**src/rtl/line_raster_ctrl_if.sv**
```systemverilog
// ----------------------------------------------------------------------------
// line_raster_ctrl_if
// Purpose : groups every non-clock signal of the line raster controller:
//           the command request side, the line generator side and the
//           downstream pixel writer side.
// Modports: slave  - the controller's view (commands, generator status and
//                    pixel acks in; endpoints, strobes and pixels out)
//           master - the environment's view (the reverse directions)
// Signals :
//   write_i, dest_pixel0/1_x/y_i      command request and endpoints
//   ack_o, busy_o                     command finished pulse / in progress
//   pixel0/1_x/y_o, delta_*_o,        normalized line to the generator
//   x_major_o, minor_slope_positive_o
//   draw_line_o, read_pixel_o         generator load / step strobes
//   line_busy_i, major_i, minor_i     generator status and current point
//   x_o, y_o, write_o, ack_i          pixel to / accept from the writer
// ----------------------------------------------------------------------------
interface line_raster_ctrl_if;
  logic        write_i;
  logic [15:0] dest_pixel0_x_i;
  logic [15:0] dest_pixel0_y_i;
  logic [15:0] dest_pixel1_x_i;
  logic [15:0] dest_pixel1_y_i;
  logic        ack_o;
  logic        busy_o;
  logic [15:0] pixel0_x_o;
  logic [15:0] pixel0_y_o;
  logic [15:0] pixel1_x_o;
  logic [15:0] pixel1_y_o;
  logic [15:0] delta_major_o;
  logic [15:0] delta_minor_o;
  logic        x_major_o;
  logic        minor_slope_positive_o;
  logic        draw_line_o;
  logic        read_pixel_o;
  logic        line_busy_i;
  logic [15:0] major_i;
  logic [15:0] minor_i;
  logic [15:0] x_o;
  logic [15:0] y_o;
  logic        write_o;
  logic        ack_i;

  modport slave (
    input  write_i, dest_pixel0_x_i, dest_pixel0_y_i,
           dest_pixel1_x_i, dest_pixel1_y_i,
           line_busy_i, major_i, minor_i, ack_i,
    output ack_o, busy_o, pixel0_x_o, pixel0_y_o, pixel1_x_o, pixel1_y_o,
           delta_major_o, delta_minor_o, x_major_o, minor_slope_positive_o,
           draw_line_o, read_pixel_o, x_o, y_o, write_o
  );

  modport master (
    output write_i, dest_pixel0_x_i, dest_pixel0_y_i,
           dest_pixel1_x_i, dest_pixel1_y_i,
           line_busy_i, major_i, minor_i, ack_i,
    input  ack_o, busy_o, pixel0_x_o, pixel0_y_o, pixel1_x_o, pixel1_y_o,
           delta_major_o, delta_minor_o, x_major_o, minor_slope_positive_o,
           draw_line_o, read_pixel_o, x_o, y_o, write_o
  );
endinterface

```
**src/rtl/line_raster_ctrl.sv**
```systemverilog
// ----------------------------------------------------------------------------
// line_raster_ctrl
// Purpose : accepts a line command (two signed 16-bit endpoints), normalizes
//           it for a Bresenham-style line generator (major axis selection,
//           endpoint swap so the minor coordinate never decreases, absolute
//           deltas), loads the generator, then forwards each generated pixel
//           to a downstream writer with a valid/ack handshake, stepping the
//           generator after every accepted pixel until it reports idle.
// Ports   : clk_i  - clock, rising edge
//           rst_i  - asynchronous reset, active low
//           bus    - line_raster_ctrl_if.slave (command, generator and
//                    pixel writer signals)
// ----------------------------------------------------------------------------
module line_raster_ctrl (
  input  logic clk_i,
  input  logic rst_i,
  line_raster_ctrl_if.slave bus
);

  typedef enum logic [2:0] {
    IDLE  = 3'd0,
    SETUP = 3'd1,
    LOAD  = 3'd2,
    EMIT  = 3'd3,
    STEP  = 3'd4,
    CHECK = 3'd5,
    DONE  = 3'd6
  } state_e;

  state_e state_q, state_d;

  // Raw command endpoints captured in IDLE
  logic [15:0] x0_q, y0_q, x1_q, y1_q;
  logic [15:0] x0_d, y0_d, x1_d, y1_d;

  // Normalized line handed to the generator
  logic [15:0] p0x_q, p0y_q, p1x_q, p1y_q;
  logic [15:0] p0x_d, p0y_d, p1x_d, p1y_d;
  logic [15:0] deltaMajor_q, deltaMinor_q;
  logic [15:0] deltaMajor_d, deltaMinor_d;
  logic        xMajor_q, slopePos_q;
  logic        xMajor_d, slopePos_d;

  // Setup arithmetic (17 bits so the difference of two 16-bit signed values
  // cannot overflow)
  logic [16:0] dx, dy, absDx, absDy, majD, minD;
  logic        xMajorC, swapC, slopePosC;

  // Output decode
  logic        drawLine, readPixel, writePix, ackPulse;
  logic [15:0] xOut, yOut;

  // State register
  always_ff @(posedge clk_i or negedge rst_i) begin
    if (!rst_i) begin
      state_q <= IDLE;
    end else begin
      state_q <= state_d;
    end
  end

  // Next-state logic
  always_comb begin
    state_d = state_q;
    case (state_q)
      IDLE:    if (bus.write_i)      state_d = SETUP;
      SETUP:   if (!bus.line_busy_i) state_d = LOAD;
      LOAD:                          state_d = EMIT;
      EMIT:    if (bus.ack_i)        state_d = STEP;
      STEP:                          state_d = CHECK;
      CHECK:   state_d = bus.line_busy_i ? EMIT : DONE;
      DONE:                          state_d = IDLE;
      default:                       state_d = IDLE;
    endcase
  end

  // Output logic: strobes decode from state only; the pixel mux is only
  // driven while a pixel is actually offered
  always_comb begin
    drawLine  = 1'b0;
    readPixel = 1'b0;
    writePix  = 1'b0;
    ackPulse  = 1'b0;
    xOut      = 16'd0;
    yOut      = 16'd0;
    case (state_q)
      LOAD: drawLine  = 1'b1;
      EMIT: begin
        writePix = 1'b1;
        xOut     = xMajor_q ? bus.major_i : bus.minor_i;
        yOut     = xMajor_q ? bus.minor_i : bus.major_i;
      end
      STEP: readPixel = 1'b1;
      DONE: ackPulse  = 1'b1;
      default: ;
    endcase
  end

  // Line normalization. The endpoints are swapped whenever the minor delta
  // is negative, so the generator only ever increments the minor axis; the
  // major direction then comes from the sign of the (negated) major delta.
  always_comb begin
    dx        = {x1_q[15], x1_q} - {x0_q[15], x0_q};
    dy        = {y1_q[15], y1_q} - {y0_q[15], y0_q};
    absDx     = dx[16] ? (17'd0 - dx) : dx;
    absDy     = dy[16] ? (17'd0 - dy) : dy;
    xMajorC   = (absDx >= absDy);
    majD      = xMajorC ? dx : dy;
    minD      = xMajorC ? dy : dx;
    swapC     = minD[16];
    slopePosC = swapC ? (majD[16] || (majD == 17'd0)) : !majD[16];
  end

  // Register next-state: capture endpoints in IDLE, recompute the
  // normalized line on every SETUP cycle, hold everything otherwise
  always_comb begin
    x0_d         = x0_q;
    y0_d         = y0_q;
    x1_d         = x1_q;
    y1_d         = y1_q;
    p0x_d        = p0x_q;
    p0y_d        = p0y_q;
    p1x_d        = p1x_q;
    p1y_d        = p1y_q;
    deltaMajor_d = deltaMajor_q;
    deltaMinor_d = deltaMinor_q;
    xMajor_d     = xMajor_q;
    slopePos_d   = slopePos_q;
    if (state_q == IDLE && bus.write_i) begin
      x0_d = bus.dest_pixel0_x_i;
      y0_d = bus.dest_pixel0_y_i;
      x1_d = bus.dest_pixel1_x_i;
      y1_d = bus.dest_pixel1_y_i;
    end
    if (state_q == SETUP) begin
      p0x_d        = swapC ? x1_q : x0_q;
      p0y_d        = swapC ? y1_q : y0_q;
      p1x_d        = swapC ? x0_q : x1_q;
      p1y_d        = swapC ? y0_q : y1_q;
      deltaMajor_d = xMajorC ? absDx[15:0] : absDy[15:0];
      deltaMinor_d = xMajorC ? absDy[15:0] : absDx[15:0];
      xMajor_d     = xMajorC;
      slopePos_d   = slopePosC;
    end
  end

  // Datapath registers
  always_ff @(posedge clk_i or negedge rst_i) begin
    if (!rst_i) begin
      x0_q         <= 16'd0;
      y0_q         <= 16'd0;
      x1_q         <= 16'd0;
      y1_q         <= 16'd0;
      p0x_q        <= 16'd0;
      p0y_q        <= 16'd0;
      p1x_q        <= 16'd0;
      p1y_q        <= 16'd0;
      deltaMajor_q <= 16'd0;
      deltaMinor_q <= 16'd0;
      xMajor_q     <= 1'b0;
      slopePos_q   <= 1'b0;
    end else begin
      x0_q         <= x0_d;
      y0_q         <= y0_d;
      x1_q         <= x1_d;
      y1_q         <= y1_d;
      p0x_q        <= p0x_d;
      p0y_q        <= p0y_d;
      p1x_q        <= p1x_d;
      p1y_q        <= p1y_d;
      deltaMajor_q <= deltaMajor_d;
      deltaMinor_q <= deltaMinor_d;
      xMajor_q     <= xMajor_d;
      slopePos_q   <= slopePos_d;
    end
  end

  assign bus.pixel0_x_o             = p0x_q;
  assign bus.pixel0_y_o             = p0y_q;
  assign bus.pixel1_x_o             = p1x_q;
  assign bus.pixel1_y_o             = p1y_q;
  assign bus.delta_major_o          = deltaMajor_q;
  assign bus.delta_minor_o          = deltaMinor_q;
  assign bus.x_major_o              = xMajor_q;
  assign bus.minor_slope_positive_o = slopePos_q;
  assign bus.draw_line_o            = drawLine;
  assign bus.read_pixel_o           = readPixel;
  assign bus.write_o                = writePix;
  assign bus.ack_o                  = ackPulse;
  assign bus.x_o                    = xOut;
  assign bus.y_o                    = yOut;
  assign bus.busy_o                 = (state_q != IDLE);

endmodule

```
**src/flat_wrapper.sv**
```systemverilog
// flat-port wrapper written by rule: the top's interface ports become plain ports
module line_raster_ctrl_flat 
  (clk_i, rst_i, bus_write_i, bus_dest_pixel0_x_i, bus_dest_pixel0_y_i, bus_dest_pixel1_x_i, bus_dest_pixel1_y_i, bus_line_busy_i, bus_major_i, bus_minor_i, bus_ack_i, bus_ack_o, bus_busy_o, bus_pixel0_x_o, bus_pixel0_y_o, bus_pixel1_x_o, bus_pixel1_y_o, bus_delta_major_o, bus_delta_minor_o, bus_x_major_o, bus_minor_slope_positive_o, bus_draw_line_o, bus_read_pixel_o, bus_x_o, bus_y_o, bus_write_o);
  line_raster_ctrl_if bus_i ();
  input  logic clk_i;
  input  logic rst_i;
  input wire logic [$bits(bus_i.write_i)-1:0] bus_write_i;
  input wire logic [$bits(bus_i.dest_pixel0_x_i)-1:0] bus_dest_pixel0_x_i;
  input wire logic [$bits(bus_i.dest_pixel0_y_i)-1:0] bus_dest_pixel0_y_i;
  input wire logic [$bits(bus_i.dest_pixel1_x_i)-1:0] bus_dest_pixel1_x_i;
  input wire logic [$bits(bus_i.dest_pixel1_y_i)-1:0] bus_dest_pixel1_y_i;
  input wire logic [$bits(bus_i.line_busy_i)-1:0] bus_line_busy_i;
  input wire logic [$bits(bus_i.major_i)-1:0] bus_major_i;
  input wire logic [$bits(bus_i.minor_i)-1:0] bus_minor_i;
  input wire logic [$bits(bus_i.ack_i)-1:0] bus_ack_i;
  output wire logic [$bits(bus_i.ack_o)-1:0] bus_ack_o;
  output wire logic [$bits(bus_i.busy_o)-1:0] bus_busy_o;
  output wire logic [$bits(bus_i.pixel0_x_o)-1:0] bus_pixel0_x_o;
  output wire logic [$bits(bus_i.pixel0_y_o)-1:0] bus_pixel0_y_o;
  output wire logic [$bits(bus_i.pixel1_x_o)-1:0] bus_pixel1_x_o;
  output wire logic [$bits(bus_i.pixel1_y_o)-1:0] bus_pixel1_y_o;
  output wire logic [$bits(bus_i.delta_major_o)-1:0] bus_delta_major_o;
  output wire logic [$bits(bus_i.delta_minor_o)-1:0] bus_delta_minor_o;
  output wire logic [$bits(bus_i.x_major_o)-1:0] bus_x_major_o;
  output wire logic [$bits(bus_i.minor_slope_positive_o)-1:0] bus_minor_slope_positive_o;
  output wire logic [$bits(bus_i.draw_line_o)-1:0] bus_draw_line_o;
  output wire logic [$bits(bus_i.read_pixel_o)-1:0] bus_read_pixel_o;
  output wire logic [$bits(bus_i.x_o)-1:0] bus_x_o;
  output wire logic [$bits(bus_i.y_o)-1:0] bus_y_o;
  output wire logic [$bits(bus_i.write_o)-1:0] bus_write_o;
  assign bus_i.write_i = bus_write_i;
  assign bus_i.dest_pixel0_x_i = bus_dest_pixel0_x_i;
  assign bus_i.dest_pixel0_y_i = bus_dest_pixel0_y_i;
  assign bus_i.dest_pixel1_x_i = bus_dest_pixel1_x_i;
  assign bus_i.dest_pixel1_y_i = bus_dest_pixel1_y_i;
  assign bus_i.line_busy_i = bus_line_busy_i;
  assign bus_i.major_i = bus_major_i;
  assign bus_i.minor_i = bus_minor_i;
  assign bus_i.ack_i = bus_ack_i;
  assign bus_ack_o = bus_i.ack_o;
  assign bus_busy_o = bus_i.busy_o;
  assign bus_pixel0_x_o = bus_i.pixel0_x_o;
  assign bus_pixel0_y_o = bus_i.pixel0_y_o;
  assign bus_pixel1_x_o = bus_i.pixel1_x_o;
  assign bus_pixel1_y_o = bus_i.pixel1_y_o;
  assign bus_delta_major_o = bus_i.delta_major_o;
  assign bus_delta_minor_o = bus_i.delta_minor_o;
  assign bus_x_major_o = bus_i.x_major_o;
  assign bus_minor_slope_positive_o = bus_i.minor_slope_positive_o;
  assign bus_draw_line_o = bus_i.draw_line_o;
  assign bus_read_pixel_o = bus_i.read_pixel_o;
  assign bus_x_o = bus_i.x_o;
  assign bus_y_o = bus_i.y_o;
  assign bus_write_o = bus_i.write_o;
  line_raster_ctrl u_core (.clk_i(clk_i), .rst_i(rst_i), .bus(bus_i));
endmodule
```
**config.mk**
```make
export PLATFORM = sky130hd
export DESIGN_NAME = line_raster_ctrl_flat
export DESIGN_NICKNAME = d
export VERILOG_FILES = /design/src/rtl/line_raster_ctrl_if.sv /design/src/rtl/line_raster_ctrl.sv /design/src/flat_wrapper.sv
export SDC_FILE = /design/constraint.sdc
export NUM_CORES = 1
export LEC_CHECK = 0
export CAP_MARGIN = 15
export CORE_ASPECT_RATIO = 1.2
export CORE_MARGIN = 2
export CORE_UTILIZATION = 50
export CTS_CLUSTER_DIAMETER = 60
export CTS_CLUSTER_SIZE = 10
export DETAILED_ROUTE_END_ITERATION = 10
export PLACE_DENSITY = 0.85
export SYNTH_ARGS = -nofsm -noshare
export SYNTH_HDL_FRONTEND = slang
export SYNTH_SLANG_ARGS = --single-unit
```
**constraint.sdc**
```tcl
create_clock -name clk_i -period 14.73 [get_ports clk_i]
set_input_delay 2.2095 -clock clk_i [delete_from_list [all_inputs] [get_ports clk_i]]
set_output_delay 2.2095 -clock clk_i [all_outputs]
set_load 0.02 [all_outputs]
```
Word level (Yosys, flattened, before mapping)
Index checks and enable logic that the tools add are counted.

storage, ports and cells
  register bits after elaboration = 165
  latch bits = 0
  memory bits (writable) = 0
  bits in read-only memories = 0
  input port bits = 101
  output and inout port bits = 135
  word-level logic and storage cells = 58
  memories kept = 0

cells by class
  $add $sub $neg = 4
  multiply operators = 0
  div/mod/pow operators = 0
  order comparisons = 1
  eq/ne operators = 9
  shift-type cells = 0
  mux-type cells = 24
  bitwise operators = 0
  reductions and logical operators = 7

operator list
  kind                     number
  $mux W16                 10
  $mux W17                 4
  $sub A1 B17 Y17 const A  2
  $sub A16 B16 Y17         2
  $pmux W3 S6              1
  $ge A17 B17 Y1           1
  $logic_not A17 Y1        1
  $mux W3                  4
  $eq A3 B3 Y1 const B     3
  $eq A3 B2 Y1 const B     2
  $ne A2 B2 Y1 const B     3
  $mux W1                  5
  $eq A3 B1 Y1 const B     1
  $logic_not A3 Y1         1
  $reduce_and A3 Y1        1
  $reduce_bool A3 Y1       1
  $logic_and A1 B1 Y1      1
  $logic_not A1 Y1         1
  $logic_or A1 B1 Y1       1

Depth between registers and ports, before layout
  depth in word-level cells = 8
  depth in mapped cells = 26
  mapped depth without buffers = 24

Worst setup path before layout
OpenSTA, ideal clock, no wires.

  path kind = register to register
  start = register u_core.x1_q[0]
  end = register u_core.p0y_q[10] (netlist: u_core.bus.pixel0_y_o[10])
  setup time = 0.077 ns
  arrival = 5.126 ns
  required time = 14.653 ns
  slack = 9.526 ns
  cell stages (with the launch flop) = 24
  cell sequence = dfrtp_1 inv_1 ha_1 fa_1 nand2b_1 a21oi_1 o21a_1 a41oi_1 a31oi_1 clkbuf_1 nor2_1 xnor2_1 ha_1 a2111oi_0 o21ai_0 a31oi_1 o22a_1 o31a_1 o41ai_1 o21ba_4 nor3_4 clkbuf_1 o21ai_1 a21oi_1

on the way
  word-level cells in the longest chain between the ends = 6

RTL lines
  element                   line                     RTL
  start: declaration        line_raster_ctrl.sv:33   logic [15:0] x0_q, y0_q, x1_q, y1_q;
  start signal: assignment  line_raster_ctrl.sv:152  x1_q <= 16'd0;
  start signal: assignment  line_raster_ctrl.sv:165  x1_q <= x1_d;
  $sub A16 B16 Y17 *        line_raster_ctrl.sv:103  dx = {x1_q[15], x1_q} - {x0_q[15], x0_q};
  $sub A1 B17 Y17           line_raster_ctrl.sv:105  absDx = dx[16] ? (17'd0 - dx) : dx;
  $mux W17                  line_raster_ctrl.sv:105
  $ge A17 B17 Y1            line_raster_ctrl.sv:107  xMajorC = (absDx >= absDy);
  $mux W17 *                line_raster_ctrl.sv:109  minD = xMajorC ? dy : dx;
  $mux W16 *                line_raster_ctrl.sv:137  p0y_d = swapC ? y1_q : y0_q;
  end signal: assignment    line_raster_ctrl.sv:168  p0y_q <= p0y_d;
  end: declaration          line_raster_ctrl.sv:37   logic [15:0] p0x_q, p0y_q, p1x_q, p1y_q;

Mark *: on every way between the ends. The rest lies on a longest branch, timed or not.
A chain may end at the register's enable or synchronous reset.

Worst setup path in the final report
  start = register u_core.x1_q[0]
  end = register u_core.p1x_q[9] (netlist: u_core.bus.pixel1_x_o[9])

on the way
  word-level cells in the longest chain between the ends = 6

RTL lines
  element                 line                     RTL
  $sub A16 B16 Y17 *      line_raster_ctrl.sv:103
  $sub A1 B17 Y17         line_raster_ctrl.sv:105
  $mux W17                line_raster_ctrl.sv:105
  $ge A17 B17 Y1          line_raster_ctrl.sv:107
  $mux W17 *              line_raster_ctrl.sv:109
  $mux W16 *              line_raster_ctrl.sv:138  p1x_d = swapC ? x0_q : x1_q;
  end signal: assignment  line_raster_ctrl.sv:169  p1x_q <= p1x_d;
  end: declaration        line_raster_ctrl.sv:37

Marks and branches as above.

==> impl_results.md <==
* Status: finished clean
* Post-DP HPWL at about 22000 µm
* Htree depth at 4
* Placed Area at 13100 µm²
* Die area at 22400 µm²
* Antenna Nets Post-Route at 0
* Clock skew at 0.0130 ns
* Number of diodes at 0
* Number of global-route vias before repair at around 9800
* IO Pins at 236
* Leading cell type in the layout, fill and taps excluded: clkdlybuf4s50_1
* Layout area overhead at 28.5%
* Crit path cell chain: inv_1 > ha_1 > fa_1 > nand2b_1 > a21oi_1 > xor2_1 > nor4b_1 > nand3b_1 > a31oi_2 > a21oi_1 > xnor2_1 > ha_1 > nand4_1 > or3_1 > o22a_1 > o31a_1 > o41a_1 > and2_1 > a21oi_4 > buf_4 > o21ai_0 > a21oi_1
* Root buf cell: clkbuf_16
* Synth Instances at 1232
* Rel. slew slack at 35.8%
* Width of the die at 137 µm
* CTS max path bufs at 2
* Setup TNS at 0 ns
* CP max stage cell: buf_4
* Max Cap Violations at 0
* Largest net degree at the start of global routing at 90
* Ys flop type: dfrtp_1
* # rows at 58
* CTS tree: done
* CP peak stage delay at 0.52 ns
* Post-route DRC violation count at 0
* Library cells used by synthesis at 75
* Worst Max-Slew Pin Slew at 0.962 ns
* Fin crit share at 44.6%
* Die Y at 164 µm
* Min Tclk post-route at around 6.6 ns
* Synth Area per Inst at 8.62 µm²
* Final Hold Vio Count at 0
* Commonest non-fill, non-tap cells in the layout: clkdlybuf4s50_1 (234), dfrtp_1 (164), nor2_1 (140), o21ai_0 (119), a21oi_1 (118)
* Flops & latches, synth at 165
* First-pass GRT wire length at 49400 µm
* Antenna violations before repair at 0
* Synthesized Nets at around 1400
* Total wire length at 31300 µm
* Routed len/inst at 18.4 µm
* Crit Path Category: flop to flop
* Hold_ws at 0.479 ns
* Via Count at 10100
* Type of the most critical hold path: flop to flop
* CP dominant cell by count: a21oi_1
* Nets at between 1500 and 2000
* Pins Over Slew Limit at 0
* CTS resizes at 0
* FMAX at 152 MHz
* Asr flop ratio synth at between 90% and 100%
* First-pass iteration count of the detailed router at 5
* CP Launch Type: flop
* Layout cells sized above 1 at under 10%
* Buf/Inv on CP at 2
* Required @ worst endpoint at 15.08 ns
* # placed instances at 1667
* CP delay by family, top: compound AO/OA/AOI/OAI gates
* EDFF count, synth at 0
* Initial Util at 50.8%
* # port buffers at between 200 and 250
* Crit path DAT at slightly below 7 ns
* Worst setup EP type: flop
* DRT iter0 DRCs at 767
* Core ar. at 20900 µm²
* Post-route cell area at 13600 µm²
* RSZ-0062 raised after global routing: false
* Gr usage total at 27.8%
* Clk Latency, worst-skew pair at roughly 0.44 ns
* GP Congestion at 0.971
* Clk slew on worst S/H paths at 0.07 ns
* CTS Buf Count at 17
* Gr ovfl total at 0
* Setup bufs post-CTS at 0
* Synth warnings at 0
* Non-filler cells, final at 1699
* Vias per cell at 5.96
* Hold-fix buffers, CTS at 0
* Crit-path max FO at between 40 and 50
* Final setup violation count at 0
* Clock sink count at around 170
* Synthesized area at about 11000 µm²
* Sequential fraction of the synthesis area at 38.9%
## worst reg2reg max path, delay by kind of cell (launching register included)
kind            cells  cell delay [ns]
flops               1             0.37
simple gates        6             1.79
xor+xnor            2             0.38
buf+inv             2             0.60
fa+ha+maj           3             1.01
compound gates      9             2.33
## metrics by stage
| stage | util [%] | worst slack (ns) |
|---|---|---|
| finish | 65.3 | 8.15 |
| global route | 65.3 | 7.75 |
| CTS | 65.3 | 8.27 |
| detailed placement | 62.6 | 8.35 |
| global placement | 62.6 | 8.46 |
| floorplan | - | 9.53 |
## flip-flops by register name, indices dropped and copies added (netlist names), 3 cells and up
name	flops
u_core.y0_q	16
u_core.y1_q	16
u_core.x1_q	16
u_core.state_q	3
u_core.bus.delta_minor_o	16
u_core.bus.pixel1_x_o	16
u_core.bus.pixel1_y_o	16
u_core.bus.pixel0_x_o	16
u_core.x0_q	16
u_core.bus.delta_major_o	16
u_core.bus.pixel0_y_o	16
## cells in the mapped netlist, drive strengths merged, types with 3 or more instances
library cell / number / share of area [%]
o21ai: 158 / 7.5
and2: 5 / 0.29
mux2i: 57 / 5.4
buf: 32 / 1.5
a2111oi: 3 / 0.42
o21a: 8 / 0.57
nor2: 141 / 5.0
nor2b: 9 / 0.53
a211oi: 3 / 0.21
clkbuf: 49 / 1.7
mux2: 31 / 3.3
nand2: 91 / 3.3
a32oi: 3 / 0.32
xor2: 21 / 1.7
ha: 50 / 5.9
and3: 7 / 0.41
a21o: 8 / 0.57
or3: 6 / 0.40
a21oi: 119 / 5.7
o31ai: 3 / 0.21
nand3b: 4 / 0.28
o2111ai: 5 / 0.41
inv: 66 / 2.3
nand3: 13 / 0.66
nand2b: 6 / 0.35
nor3: 15 / 0.81
a31oi: 79 / 4.7
xnor2: 31 / 2.6
dfrtp: 165 / 39
## cell families (layout without fill, tap and decap cells)
family	count (synthesis)	in the layout	share of synthesized area [%]
xor gates and xnor gates	52	52	4.29
buffers and inverters	147	344	5.61
muxes	88	88	8.66
DFF	165	165	38.9
AOI/OAI and AO/OA	420	420	23.5
adders and majority gates	52	52	6.27
and+or+nand+nor	308	308	12.8
## layer usage
metal / GRT usage [%] / part of all wire [%] / up-vias
met5: 0 / 0 / -
met3: 5.28 / 8.9 / 68
met2: 45.4 / 48 / 527
li1: - / - / 4750
met1: 36.3 / 40 / 4778
met4: 11.2 / 3.2 / 0
## layout make-up
cell class,instances,area (µm²)
flip-flops and latches,165,4130
fillers,1721,7260
repair buffers,246,2440
inverters,66,248
well taps,270,338
clock buffers,19,443
multi-input cells,920,5930
clock inverters,13,124
## final timing paths
kind	startpoint	endpoint	slack (ns)	depth (start not counted)
setup / recovery	u_core.x1_q[0]	u_core.bus.pixel1_x_o[9]	8.15	22
hold / removal	u_core.bus.delta_major_o[6]	u_core.bus.delta_major_o[6]	0.48	2
setup reg to reg	u_core.x1_q[0]	u_core.bus.pixel1_x_o[9]	8.15	22
hold reg to reg	u_core.bus.delta_major_o[6]	u_core.bus.delta_major_o[6]	0.48	2
max in group asynchronous	rst_i	u_core.x0_q[14]	11.39	2
min in group asynchronous	rst_i	u_core.x1_q[8]	1.85	1
Power is left out: the tool's default activity adds up to more than one toggle a clock period on the data nets, which glitch-free logic cannot reach.
